`src/rtl/debug_dump_tx.sv`:
```
// Debug dump serializer: snapshots PC, register file and pipeline latches on request,
// then streams HEADER, little-endian byte-padded payload and an XOR checksum into the UART TX FIFO.
module debug_dump_tx #(
    parameter int          SIZE          = 32,
    parameter int          NUM_REGISTERS = 32,
    parameter int          IF_ID_SIZE    = 64,
    parameter int          ID_EX_SIZE    = 129,
    parameter int          EX_MEM_SIZE   = 78,
    parameter int          MEM_WB_SIZE   = 72,
    parameter logic [7:0]  HEADER        = 8'hA5
) (
    input  logic                            i_clk,
    input  logic                            i_rst,
    input  logic                            i_start,
    input  logic [SIZE-1:0]                 i_pc,
    input  logic [NUM_REGISTERS*SIZE-1:0]   i_registers_debug,
    input  logic [IF_ID_SIZE-1:0]           i_IF_ID,
    input  logic [ID_EX_SIZE-1:0]           i_ID_EX,
    input  logic [EX_MEM_SIZE-1:0]          i_EX_MEM,
    input  logic [MEM_WB_SIZE-1:0]          i_MEM_WB,
    input  logic                            i_tx_full,
    output logic [7:0]                      o_tx_data,
    output logic                            o_tx_start,
    output logic                            o_busy,
    output logic                            o_done
);

    localparam int REG_B     = (SIZE + 7) / 8;
    localparam int IFID_B    = (IF_ID_SIZE + 7) / 8;
    localparam int IDEX_B    = (ID_EX_SIZE + 7) / 8;
    localparam int EXMEM_B   = (EX_MEM_SIZE + 7) / 8;
    localparam int MEMWB_B   = (MEM_WB_SIZE + 7) / 8;
    localparam int REG_OFF   = REG_B;
    localparam int IFID_OFF  = REG_OFF + NUM_REGISTERS * REG_B;
    localparam int IDEX_OFF  = IFID_OFF + IFID_B;
    localparam int EXMEM_OFF = IDEX_OFF + IDEX_B;
    localparam int MEMWB_OFF = EXMEM_OFF + EXMEM_B;
    localparam int PAY_B     = MEMWB_OFF + MEMWB_B;
    localparam int SNAP_W    = PAY_B * 8;
    localparam int IDX_W     = $clog2(PAY_B + 1);
    localparam logic [IDX_W-1:0] LAST_IDX = IDX_W'(PAY_B - 1);

    typedef enum logic [2:0] {
        S_IDLE,
        S_HEADER,
        S_PAYLOAD,
        S_CHECKSUM,
        S_DONE
    } state_t;

    state_t             state_q;
    logic [SNAP_W-1:0]  snap_d;
    logic [SNAP_W-1:0]  snap_q;
    logic [7:0]         data_q;
    logic [7:0]         csum_q;
    logic [IDX_W-1:0]   idx_q;
    logic               busy_q;
    logic               done_q;
    logic               push;

    // Byte-aligned image of the inputs; each field starts on a byte boundary with zero padding above it.
    always_comb begin
        snap_d = '0;
        snap_d[0 +: SIZE] = i_pc;
        for (int k = 0; k < NUM_REGISTERS; k++) begin
            snap_d[(REG_OFF + k * REG_B) * 8 +: SIZE] = i_registers_debug[k * SIZE +: SIZE];
        end
        snap_d[IFID_OFF * 8 +: IF_ID_SIZE]   = i_IF_ID;
        snap_d[IDEX_OFF * 8 +: ID_EX_SIZE]   = i_ID_EX;
        snap_d[EXMEM_OFF * 8 +: EX_MEM_SIZE] = i_EX_MEM;
        snap_d[MEMWB_OFF * 8 +: MEM_WB_SIZE] = i_MEM_WB;
    end

    assign push = ((state_q == S_HEADER) || (state_q == S_PAYLOAD) || (state_q == S_CHECKSUM))
                  && !i_tx_full;

    always_ff @(posedge i_clk) begin
        if (i_rst) begin
            state_q <= S_IDLE;
            data_q  <= '0;
            csum_q  <= '0;
            idx_q   <= '0;
            busy_q  <= 1'b0;
            done_q  <= 1'b0;
        end else begin
            done_q <= 1'b0;
            case (state_q)
                S_IDLE: begin
                    if (i_start) begin
                        snap_q  <= snap_d;
                        data_q  <= HEADER;
                        csum_q  <= '0;
                        idx_q   <= '0;
                        busy_q  <= 1'b1;
                        state_q <= S_HEADER;
                    end
                end
                S_HEADER: begin
                    if (push) begin
                        data_q  <= snap_q[7:0];
                        snap_q  <= snap_q >> 8;
                        state_q <= S_PAYLOAD;
                    end
                end
                S_PAYLOAD: begin
                    // data_q always holds the byte currently offered; the snapshot shifts one byte per accept.
                    if (push) begin
                        csum_q <= csum_q ^ data_q;
                        idx_q  <= idx_q + IDX_W'(1);
                        if (idx_q == LAST_IDX) begin
                            data_q  <= csum_q ^ data_q;
                            state_q <= S_CHECKSUM;
                        end else begin
                            data_q <= snap_q[7:0];
                            snap_q <= snap_q >> 8;
                        end
                    end
                end
                S_CHECKSUM: begin
                    if (push) begin
                        done_q  <= 1'b1;
                        state_q <= S_DONE;
                    end
                end
                S_DONE: begin
                    busy_q  <= 1'b0;
                    state_q <= S_IDLE;
                end
                default: state_q <= S_IDLE;
            endcase
        end
    end

    assign o_tx_start = push;
    assign o_tx_data  = data_q;
    assign o_busy     = busy_q;
    assign o_done     = done_q;

endmodule

```
`config.mk`:
```
export PLATFORM = sky130hd
export DESIGN_NAME = debug_dump_tx
export DESIGN_NICKNAME = d
export VERILOG_FILES = /design/src/rtl/debug_dump_tx.sv
export SDC_FILE = /design/constraint.sdc
export NUM_CORES = 2
export LEC_CHECK = 0
export CORE_AREA = 10 10 549 551
export CTS_CLUSTER_DIAMETER = 150
export DETAILED_ROUTE_END_ITERATION = 8
export DIE_AREA = 0 0 559 561
export PLACE_DENSITY = 0.41
export REMOVE_ABC_BUFFERS = 1
export SETUP_SLACK_MARGIN = 0.5
export SLEW_MARGIN = 20
export SYNTH_ARGS = -nofsm -noshare
export SYNTH_HDL_FRONTEND = slang
export SYNTH_SLANG_ARGS = --single-unit
```
`constraint.sdc`:
```
create_clock -name i_clk -period 118.2 [get_ports i_clk]
set_clock_uncertainty 0.05 [all_clocks]
set_input_delay 23.64 -clock i_clk [delete_from_list [all_inputs] [get_ports i_clk]]
set_output_delay 23.64 -clock i_clk [all_outputs]
set_load 0.005 [all_outputs]
```
==> results.toml <==
[placement]
dpl_cell_area_um2 = 78990
post-place-cells = 8339
dp_slack_ns = 68.73
hpwlAfterDp_mm = 173.1
port_buffers = 1413
place_congestion = 0.8232

[power_and_ir_drop]
powerDensity_nw_per_um2 = 17.94
p_leak_uw = 0.02738
peakVddDrop_mv = 0.01046

[yosys]
synth_cell_type_count = 56
synth_top_area_share_pct = 69.56
synth-simple-area-share_pct = 0.8830
synth_top_family_by_area = "multiplexers"
syn_inst = 3157
syn_area_um2 = 60790
synth_compound_area_share_pct = 0.6298
synth_top_area_cell = "edfxtp_1"
synth.area.mux_share_pct = 25.77
synth_edf_count = 1408
ys_warn_count = 0
synth_flop_cell = "edfxtp_1"
synth-xor-area-share_pct = 0.1873
synthArstFlopShare_pct = 0
synth.avg_cell_area_um2 = 19.25
synth-seq-cells = 1437
synthAdderAreaFrac_pct = 0.02058
synthTopCellsByArea = "edfxtp_1 70%, mux2_2 24%, mux2_1 1.9%, buf_4 1.5%, dfxtp_1 0.96%"
yosysSeqAreaShare_pct = 70.51

[routing]
drt-initial-drc-count = 2038
drtPass1Iterations = 5
vias_per_cell = 3.980
vias = 34800
wirelength_mm = 226.5
ant_nets = 0
wl_per_cell_um = 25.91
drc = 0

[setup_path]
critPathKind = "primary input to output pin"
r2r-start = "state_q[0]$_SDFFE_PP0P_"
cp.buffers_inverters = 2
crit_path_start_kind = "primary input"
cp.required_ns = 94.51
path_depth = 4
path_delay_family = "buffers and inverters"
crit_path_max_fanout = 8
reg2reg_depth = 9
end_kind = "output pin"
r2r_slack_ns = 110.32
worstReg2RegEnd = "snap_q[276]$_DFFE_PP_"
path_cells = "clkdlybuf4s50_1, or2_2, nor2_1, clkdlybuf4s50_1"
cp.arrival_ns = 25.68
crit_top_cell = "clkdlybuf4s50_1"
crit_slowest_cell = "clkdlybuf4s50_1"
slowest_delay_ns = 0.62

[sta]
fin_crit_sh_pct = 41.77
tns_ns = 0
rsz0062_at_grt = "false"
fmax_mhz = 20.25
report.final.setup_viol = 0
hold_viol_final = 0
maxSlewHeadroom_pct = 14.87
tightest_slew_ns = 1.277
post-route-min-period_ns = 49.37
drv_slew = 0
whs_ns = 0.4342
fin_ws_ns = 68.83

[clock_network]
clk_pin_slew_ns = 0.05
clock-sinks = 1437
numCtsBuffers = 180
htree_levels = 4
clock_latency_ns = 0.83
cts_root_buf = "clkbuf_16"
ctsHoldBuffers = 0
cts_tree = "built"
ctsResizeCount = 0
cts_setup_buffers = 0
max-clock-path-buffers = 4

[global_route]
grt_pass1_vias = 36810
grt_use_total_pct = 13.72
grt_pass1_wl_mm = 304.0
antenna_found_initial = 296
grt_max_degree = 158
gr-total-overflow = 0

[floorplanning]
fp.dieArea_um2 = 313600
die_y_um = 561
core_area_um2 = 290100
io-pin-count = 1414
rows = 198
die_w_um = 559
start_util_pct = 20.95

[min_path]
hold_start = "idx_q[7]$_SDFFE_PP0P_"
hold_class = "register to register"
min_path_cells = 2
holdPathEnd = "idx_q[7]$_SDFFE_PP0P_"

[finish]
areaGrowthSynthToFinish_pct = 39.47
instances_no_fill = 8743
fin_nets = 6025
stdcell_area_um2 = 84780
final_layout_size_suffix_gt1_share_pct = 32.99
multi_input_area_um2 = 16720
seq_area_um2 = 42860
n_fill_cell = 29000

[status]
status = "completed"

[run]
maxCapViolCount = 0
## final cells by class
type                            instances  area share, %
Antenna cell                           87         0.2568
Clock buffer                          234          5.689
Clock inverter                         83         0.8796
Inverter                                7        0.03099
Multi-Input combinational cell       1548          19.73
Sequential cell                      1437          50.56
Tap cell                             3900          5.756
Timing Repair Buffer                 1447          17.10
## cells in the final DEF, fill, tap and decap left out, types with 4 or more instances in the layout
master           count
nor2_1              14
buf_4               26
xor2_1               9
clkbuf_16          185
o211ai_1             4
dfxtp_1             29
o21ai_0             10
diode_2             87
buf_12               8
and2_1               9
edfxtp_1          1408
xnor2_1              4
nand3_1             11
mux2_2            1290
nand2b_1             8
a21oi_1             15
clkinv_2            20
inv_1                7
bufinv_16           10
clkdlybuf4s50_1   1413
clkinvlp_4           6
mux2_1             101
clkinv_1            36
nor2b_1             10
a31oi_1              6
clkbuf_1            48
## sequential cells by signal, summed over array words and instances, names as in the netlist
signal	cells
csum_q	8
idx_q	8
o_busy	1
o_done	1
o_tx_data	8
snap_q	1408
state_q	3
## through the flow
step / util, % / total power, uW
floorplan: - / 1307
global placement: 27.23 / 1000
detailed placement: 27.23 / 1004
CTS: 29.15 / 1554
global route: 29.19 / 1594
finish: 29.22 / 1521
## tightest hold or removal path: stages (launching register included)
cell	delay [ns]
dfxtp_1	0.31
o31ai_1	0.07
a21oi_1	0.06
## Yosys cell counts (all sizes together), types with 6 or more instances
| cell type | n |
|---|---|
| xor2 | 9 |
| a21oi | 16 |
| o21ai | 11 |
| mux2 | 1391 |
| nor2 | 15 |
| buf | 162 |
| nand3 | 11 |
| and2 | 10 |
| a31oi | 6 |
| nand2b | 8 |
| inv | 7 |
| dfxtp | 29 |
| nor2b | 11 |
| edfxtp | 1408 |
## worst max path at each step
stage | startpoint | end | slack [ns]
2_1_floorplan | i_start | snap_q[0]$_DFFE_PP_ | 64.71
5_1_grt | i_tx_full | o_tx_start | 68.75
3_3_place_gp | i_tx_full | o_tx_start | 68.73
3_5_place_dp | i_tx_full | o_tx_start | 68.73
4_1_cts | i_tx_full | o_tx_start | 68.71
6_report | i_tx_full | o_tx_start | 68.83
## logic make-up (layout without fill, tap and decap cells)
family	Yosys count	in the layout
AO/OA/AOI/OAI	57	57
XOR/XNOR	13	13
adder cells (fa/ha/maj)	1	1
buffers and inverters	172	1771
flip-flops	1437	1437
multiplexers	1391	1391
other	0	87
AND/OR/NAND/NOR	86	86
## layer usage
layer  vias to the layer above  routed length, um  global-route usage [%]
li1                      15550                  -                       -
met1                     16950              78060                   13.65
met2                      1348             112700                   23.86
met3                       693              25600                   7.733
met4                       258               8471                   5.029
met5                         -               1701                       0
## report_power, final
part           total, uW  switching, uW  leakage [uW]  internal, uW
combinational        292            131        0.0113           161
clock                535            226       0.00269           309
sequential           694           22.3        0.0134           672
total               1520            379        0.0274          1140
Power figures use the tool's default switching activity.
